===== src/rtl/vc_arbiter_pkg.sv =====
// ---------------------------------------------------------------------------
// vc_arbiter_pkg
//   Shared definitions for the virtual-channel transmit scheduler:
//   - arb_state_t : FSM state encoding (IDLE, ARB, WAIT)
//   - DEFAULT_DATA_WIDTH / DEFAULT_DEST_BIT : word layout shared with the
//     VC FIFOs, so both sides agree on width and routing-bit position.
//   - WEIGHT_CNT_WIDTH : width of the VC0 weighting counter.
// ---------------------------------------------------------------------------
package vc_arbiter_pkg;

  localparam int DEFAULT_DATA_WIDTH = 6;
  localparam int DEFAULT_DEST_BIT   = 4;
  localparam int WEIGHT_CNT_WIDTH   = 4;

  typedef enum logic [1:0] {
    IDLE = 2'd0,
    ARB  = 2'd1,
    WAIT = 2'd2
  } arb_state_t;

endpackage : vc_arbiter_pkg


===== src/rtl/vc_arb_select.sv =====
// ---------------------------------------------------------------------------
// vc_arb_select
//   Purely combinational eligibility and grant logic for vc_arbiter.
//
//   Ports:
//     vc0_empty, vc1_empty         in  VC FIFO empty flags
//     vc0_head, vc1_head           in  VC FIFO head words
//     d0_almost_full, d1_almost_full in destination back-pressure flags
//     weight_cnt                   in  consecutive VC0 grants while VC1 waited
//     grant_vc0, grant_vc1         out one-hot (or zero) grant decision
//     grant_dest                   out destination of the granted word
//     grant_data                   out granted head word (0 when no grant)
//     next_weight_cnt              out weight_cnt value to load if granted
// ---------------------------------------------------------------------------
module vc_arb_select
  import vc_arbiter_pkg::*;
#(
  parameter int DATA_WIDTH = DEFAULT_DATA_WIDTH,
  parameter int DEST_BIT   = DEFAULT_DEST_BIT,
  parameter int WEIGHT     = 3
) (
  input  logic                        vc0_empty,
  input  logic                        vc1_empty,
  input  logic [DATA_WIDTH-1:0]       vc0_head,
  input  logic [DATA_WIDTH-1:0]       vc1_head,
  input  logic                        d0_almost_full,
  input  logic                        d1_almost_full,
  input  logic [WEIGHT_CNT_WIDTH-1:0] weight_cnt,
  output logic                        grant_vc0,
  output logic                        grant_vc1,
  output logic                        grant_dest,
  output logic [DATA_WIDTH-1:0]       grant_data,
  output logic [WEIGHT_CNT_WIDTH-1:0] next_weight_cnt
);

  localparam logic [WEIGHT_CNT_WIDTH-1:0] WEIGHT_C = WEIGHT_CNT_WIDTH'(WEIGHT);

  logic vc0_dest;
  logic vc1_dest;
  logic vc0_eligible;
  logic vc1_eligible;

  assign vc0_dest = vc0_head[DEST_BIT];
  assign vc1_dest = vc1_head[DEST_BIT];

  // A VC is skipped only when its own destination is full, so a blocked VC
  // never stalls the other one.
  assign vc0_eligible = !vc0_empty && !(vc0_dest ? d1_almost_full : d0_almost_full);
  assign vc1_eligible = !vc1_empty && !(vc1_dest ? d1_almost_full : d0_almost_full);

  // NOTE: every output gets a default at the top of the block, so no path
  // through the if/else chain can leave one unassigned and infer a latch.
  always_comb begin
    grant_vc0       = 1'b0;
    grant_vc1       = 1'b0;
    grant_dest      = 1'b0;
    grant_data      = '0;
    next_weight_cnt = weight_cnt;

    if (vc0_eligible && vc1_eligible) begin
      // Both compete: VC0 keeps winning until it has used its weight.
      if (weight_cnt < WEIGHT_C) grant_vc0 = 1'b1;
      else                       grant_vc1 = 1'b1;
    end else if (vc0_eligible) begin
      grant_vc0 = 1'b1;
    end else if (vc1_eligible) begin
      grant_vc1 = 1'b1;
    end

    if (grant_vc0) begin
      grant_dest = vc0_dest;
      grant_data = vc0_head;
      // The counter only tracks VC0 wins that made VC1 wait; an
      // uncontested VC0 grant restarts the count.
      if (vc1_eligible)
        next_weight_cnt = (weight_cnt < WEIGHT_C) ? weight_cnt + 1'b1 : WEIGHT_C;
      else
        next_weight_cnt = '0;
    end else if (grant_vc1) begin
      grant_dest      = vc1_dest;
      grant_data      = vc1_head;
      next_weight_cnt = '0;
    end
  end

endmodule : vc_arb_select


===== src/rtl/vc_arbiter.sv =====
// ---------------------------------------------------------------------------
// vc_arbiter
//   Transmit-side scheduler moving words from two virtual-channel FIFOs
//   (VC0, VC1) into two destination FIFOs (D0, D1). VC0 is weighted: it
//   may take up to WEIGHT consecutive grants while VC1 waits. Each grant is
//   followed by a WAIT bubble so the source FIFO's registered head can
//   advance, giving at most one word every two cycles.
//
//   Ports:
//     clk             in  system clock, rising edge
//     reset           in  asynchronous active-high reset
//     init            in  0 holds the FSM in IDLE with outputs cleared
//     vc0_empty/vc1_empty         in  VC FIFO empty flags
//     vc0_head/vc1_head           in  VC FIFO head words
//     d0_almost_full/d1_almost_full in destination back-pressure
//     vc0_pop/vc1_pop             out one-cycle VC read enables
//     d0_push/d1_push             out one-cycle destination write enables
//     data_out                    out word being pushed, 0 otherwise
//     active                      out 1 whenever the FSM is not IDLE
//   All outputs are registered.
// ---------------------------------------------------------------------------
module vc_arbiter
  import vc_arbiter_pkg::*;
#(
  parameter int DATA_WIDTH = DEFAULT_DATA_WIDTH,
  parameter int DEST_BIT   = DEFAULT_DEST_BIT,
  parameter int WEIGHT     = 3   // legal range 1..15
) (
  input  logic                  clk,
  input  logic                  reset,
  input  logic                  init,
  input  logic                  vc0_empty,
  input  logic                  vc1_empty,
  input  logic [DATA_WIDTH-1:0] vc0_head,
  input  logic [DATA_WIDTH-1:0] vc1_head,
  input  logic                  d0_almost_full,
  input  logic                  d1_almost_full,
  output logic                  vc0_pop,
  output logic                  vc1_pop,
  output logic                  d0_push,
  output logic                  d1_push,
  output logic [DATA_WIDTH-1:0] data_out,
  output logic                  active
);

  arb_state_t                  state;
  logic [WEIGHT_CNT_WIDTH-1:0] weight_cnt;

  logic                        grant_vc0;
  logic                        grant_vc1;
  logic                        grant_dest;
  logic [DATA_WIDTH-1:0]       grant_data;
  logic [WEIGHT_CNT_WIDTH-1:0] next_weight_cnt;

  vc_arb_select #(
    .DATA_WIDTH (DATA_WIDTH),
    .DEST_BIT   (DEST_BIT),
    .WEIGHT     (WEIGHT)
  ) u_select (
    .vc0_empty       (vc0_empty),
    .vc1_empty       (vc1_empty),
    .vc0_head        (vc0_head),
    .vc1_head        (vc1_head),
    .d0_almost_full  (d0_almost_full),
    .d1_almost_full  (d1_almost_full),
    .weight_cnt      (weight_cnt),
    .grant_vc0       (grant_vc0),
    .grant_vc1       (grant_vc1),
    .grant_dest      (grant_dest),
    .grant_data      (grant_data),
    .next_weight_cnt (next_weight_cnt)
  );

  // NOTE: all state and output registers use non-blocking assignments so
  // every register samples pre-edge values and ordering within the block
  // cannot change behaviour.
  always_ff @(posedge clk or posedge reset) begin
    if (reset) begin
      state      <= IDLE;
      weight_cnt <= '0;
      vc0_pop    <= 1'b0;
      vc1_pop    <= 1'b0;
      d0_push    <= 1'b0;
      d1_push    <= 1'b0;
      data_out   <= '0;
      active     <= 1'b0;
    end else if (!init) begin
      // Synchronous hold: any strobe already on the outputs lives out its
      // cycle and is cleared here.
      state      <= IDLE;
      weight_cnt <= '0;
      vc0_pop    <= 1'b0;
      vc1_pop    <= 1'b0;
      d0_push    <= 1'b0;
      d1_push    <= 1'b0;
      data_out   <= '0;
      active     <= 1'b0;
    end else begin
      // Strobes are single-cycle: cleared unless a grant is issued below.
      vc0_pop  <= 1'b0;
      vc1_pop  <= 1'b0;
      d0_push  <= 1'b0;
      d1_push  <= 1'b0;
      data_out <= '0;
      // With init high every successor state is ARB or WAIT.
      active   <= 1'b1;

      case (state)
        IDLE: begin
          state <= ARB;
        end
        ARB: begin
          if (grant_vc0 || grant_vc1) begin
            vc0_pop    <= grant_vc0;
            vc1_pop    <= grant_vc1;
            d0_push    <= !grant_dest;
            d1_push    <= grant_dest;
            data_out   <= grant_data;
            weight_cnt <= next_weight_cnt;
            state      <= WAIT;
          end
        end
        WAIT: begin
          state <= ARB;
        end
        default: begin
          state <= IDLE;
        end
      endcase
    end
  end

endmodule : vc_arbiter


===== config.mk =====
export PLATFORM = sky130hd
export DESIGN_NAME = vc_arbiter
export DESIGN_NICKNAME = d
export VERILOG_FILES = /design/src/rtl/vc_arbiter_pkg.sv /design/src/rtl/vc_arb_select.sv /design/src/rtl/vc_arbiter.sv
export SDC_FILE = /design/constraint.sdc
export NUM_CORES = 1
export LEC_CHECK = 0
export ABC_AREA = 1
export CORE_MARGIN = 5
export CORE_UTILIZATION = 30
export CTS_BUF_LIST = sky130_fd_sc_hd__clkbuf_2 sky130_fd_sc_hd__clkbuf_4 sky130_fd_sc_hd__clkbuf_8
export DETAILED_ROUTE_END_ITERATION = 8
export PLACE_DENSITY_LB_ADDON = 0.08
export SETUP_SLACK_MARGIN = 0.15
export SYNTH_ARGS = -nofsm -noshare
export SYNTH_HDL_FRONTEND = slang
export SYNTH_HIERARCHICAL = 1
export SYNTH_SLANG_ARGS = --single-unit

===== constraint.sdc =====
create_clock -name clk -period 2.05 [get_ports clk]
set_input_delay 0.3075 -clock clk [delete_from_list [all_inputs] [get_ports clk]]
set_output_delay 0.3075 -clock clk [all_outputs]
set_load 0.05 [all_outputs]

==> out/summary.md <==
After clock tree synthesis, the clock-pin slew on the worst setup and hold paths is 0.10 ns. The distinct cell type count after synthesis came out at 17. The share of the Yosys chip area taken by registers is 43.6%. The number of antenna violations at the first check in global routing came out at 0.

The run finished with clean final reports. The number of clock buffers added by TritonCTS is 3. Setup repair after global routing left no endpoint under its margin. The number of H-tree levels is 1, and the mean routed wirelength per cell is 10.4 um. The library cell used most frequently in the layout, excluding fill and tap cells, is sky130_fd_sc_hd__nand2_1. The full die area came out at 4490 um2.

The run gives 841 as the number of global-route vias before repair. Combinational logic is responsible for 25.0% of the overall power. The total number of vias was 884; the actual transition at the worst max-transition pin was 0.625 ns. The leakage power of the design is 0.000693 uW. The clock network burns 25.4% of the power. TritonCTS built the clock tree. The first global-routing pass estimated 3560 um of wire. The final total power was 708 uW. Counting I/O delays and the setup requirement, the final critical path takes 1.75 ns. Total of cells resized after clock tree synthesis: 0. The signal on the critical path passes through clkdlybuf4s50_1. The critical path is of the reg2out type. The family with the most delay on the worst path was buffers and inverters.

The internal portion of the total power is 490 uW. Once the floorplan was initialized, standard cells occupied 31.7% of the core. The logs give 218 uW for the net switching component of the power and 0.29 ns for the clock latency of the later-clocked register in the worst-skew pair. Before antenna repair, the detailed router went through 4 iterations.

The logs give 0 for the post-detailed-route DRC marker count and 0.831 for the final estimated routing congestion in global placement. The count of maximum capacitance violations is 0, and the maximum number of pins on one net before global-route repair is 18. The largest fanout of any net on the critical path was 1. For the worst setup path, the data arrival time is 1.44 ns. In this run the critical register-to-register path is captured at weight_cnt[2]. Startpoint class of the critical path: a register.

The worst stage delay on the critical path was 0.80 ns; the number of max-slew violations in the final report was 0. The sum of overflow across all layers after global routing was 0. The run gives 2 as the maximum clock insertion buffer count. In the post-synthesis netlist, the biggest area contributors are sky130_fd_sc_hd__dfrtp_1 44%, sky130_fd_sc_hd__nand2_1 12%, sky130_fd_sc_hd__nand3_1 12%. The worst setup path is captured at a primary output. The synthesized area per cell was 7.56 um2; the post-synthesis cell area was 975 um2. For the setup TNS after final layout, the log shows 0 ns.

In the layout the commonest cells are 32 x sky130_fd_sc_hd__nand2_1, 29 x sky130_fd_sc_hd__clkdlybuf4s50_1, 23 x sky130_fd_sc_hd__inv_1, 23 x sky130_fd_sc_hd__nand3_1, 17 x sky130_fd_sc_hd__dfrtp_1. The global routing usage summed across all routing layers was 10.4%; the share of total power consumed by net switching was 30.7%. Measured against the total synthesized area, the mux share comes to 0%. Headroom to the max-slew limit came out at 58.3%. The run gives 182 as the net total in the final layout.

In this run the worst hold path is classified as in2async. The master of the slowest instance on the critical path is sky130_fd_sc_hd__clkdlybuf4s50_1. After detailed routing, the total wire length is 2130 um. The part of the total power dissipated in sequential elements is 49.6%, and the fraction of the mapped netlist area in adder cells is 1.28%.

The number of warnings issued by yosys was 6. The worst hold slack after final layout came out at 0.377 ns. The floorplan step defined a core boundary enclosing 3080 um2. The area share of the largest cell type after synthesis works out to 43.6%. The number of nets in the synthesized netlist came out at 149. Proportion of layout cells with a drive suffix above 1: 11.8%.

The hold-fix buffer count after cts was 0; the area share of xor/xnor cells in the synthesized design was 0%. Pin placement for this block handled 30 I/O pins. Count of final hold-check violations: 0. Startpoint of the worst setup timing path: active. The die is 67 um wide.

The setup slack on the worst flop-to-flop path is 0.42 ns. Of all cell types, the one taking the most synthesized area is sky130_fd_sc_hd__dfrtp_1. The number of antenna-violating nets in the routed design came out at 0. The routed via count divided by cell count is 4.31.

Buffers placed on the I/O ports in this run total 29. Summing the areas of all compound-gate instances in the mapped netlist gives 1.03% of the synthesized area. Buffers added to address setup during post-CTS repair amount to 0. The layout overhead on the synthesized area works out to 36.7%. After floorplanning, the core was divided into 20 placement rows.

For this design the ratio of total power to cell area is 531 nW/um2. The maximum clock rate came out at 572 MHz. After filler insertion, the fill cell instance count of the layout stands at 323. The worst register-to-register path begins at weight_cnt[0]. The number of DRC markers after the initial detailed-route iteration was 18; the synthesis-stage register bit count was 17. After layout, the worst path uses 85.3% of the clock period.

The number of stages on the worst setup path is 1, and the placed wire-length estimate after detailed placement is 1800 um. The tools report the final clock skew as 0.00881 ns. Die height: 67 um. The number of antenna diodes in the final layout is 0. The number of standard cells after synthesis is 129. VDD sags by at most 0.235 mV. The worst register-to-register path has a depth of 10. Setup violations remaining at the end of the flow were counted as 0. The tools report the root buffer selected by CTS as sky130_fd_sc_hd__clkbuf_4. The run gives 17 as the clock sink count.

In this run the worst setup path terminates at active. The main combinational cell family by area after synthesis is simple AND/OR/NAND/NOR gates. The total buffers and inverters traversed by the critical path is 1, and the worst endpoint required time is 1.74 ns.

Of the total synthesized cell area, the portion taken by AND, OR, NAND and NOR gates is 40.9%.
## cell type report
| class | count | area [um2] | share of cell area [%] |
|---|---|---|---|
| clock inverter | 1 | 5.00 | 0.376 |
| sequential | 17 | 425 | 31.9 |
| tap | 44 | 55.1 | 4.13 |
| multi-input combinational | 83 | 422 | 31.6 |
| timing repair buffer | 31 | 305 | 22.9 |
| inverter | 26 | 97.6 | 7.32 |
| clock buffer | 3 | 22.5 | 1.69 |
## power groups by stage
stage,clock [uW],combinational (uW),sequential (uW)
after global placement,0,178,358
after detailed placement,0,179,358
after CTS,183,179,352
final,180,177,351
after global routing,199,195,353
after floorplan,0,93.0,379
## layer usage
metal / part of all wire (%) / vias up / track usage (%)
met2: 51 / 20 / 19.0
li1: - / 452 / -
met1: 43 / 410 / 11.3
met5: 0 / - / 0
met3: 5.7 / 2 / 3.71
met4: 0.47 / 0 / 2.28
## cell usage after synthesis
cell / n
sky130_fd_sc_hd__nor2_4: 3
sky130_fd_sc_hd__ha_1: 1
sky130_fd_sc_hd__inv_1: 23
sky130_fd_sc_hd__nand2_4: 1
sky130_fd_sc_hd__buf_4: 1
sky130_fd_sc_hd__nor2_1: 15
sky130_fd_sc_hd__nor2_2: 3
sky130_fd_sc_hd__nand3_4: 1
sky130_fd_sc_hd__o21ai_0: 1
sky130_fd_sc_hd__nand3_1: 23
sky130_fd_sc_hd__inv_2: 3
sky130_fd_sc_hd__nand2_1: 32
sky130_fd_sc_hd__a21oi_1: 1
sky130_fd_sc_hd__dfrtp_1: 17
sky130_fd_sc_hd__nand2_2: 1
sky130_fd_sc_hd__buf_6: 2
sky130_fd_sc_hd__nor2_8: 1
## sequential cells by signal, summed over array words and instances (netlist names)
signal,count
vc0_pop,1
active,1
d0_push,1
weight_cnt,4
d1_push,1
state,2
data_out,6
vc1_pop,1
## per-stage QoR
step | cell area, um2 | worst slack (ns) | util [%] | std cells
detailed placement | 1310 | 0.209 | 42.4 | 201
CTS | 1330 | 0.285 | 43.3 | 205
global route | 1330 | 0.217 | 43.3 | 205
global placement | 1310 | 0.222 | 42.4 | 201
finish | 1330 | 0.301 | 43.3 | 205
floorplan | 975 | 0.627 | - | 129
## how the worst min path moves through the flow
stage | startpoint | cells past startpoint | slack, ns | endpoint
finish | reset | 2 | 0.38 | d1_push
global placement | weight_cnt[2] | 2 | 0.53 | weight_cnt[2]
detailed placement | weight_cnt[2] | 2 | 0.52 | weight_cnt[2]
global route | reset | 2 | 0.44 | d1_push
floorplan | reset | 1 | 0.23 | active
CTS | reset | 2 | 0.40 | d1_push
## cells by family (layout without fill, tap and decap cells)
group / count (synthesis) / in the layout
flip-flops: 17 / 17
adder cells (fa/ha/maj): 1 / 1
AND/OR/NAND/NOR: 80 / 80
AO/OA/AOI/OAI: 2 / 2
buffers and inverters: 29 / 61
(Power assumes the default switching activity.)
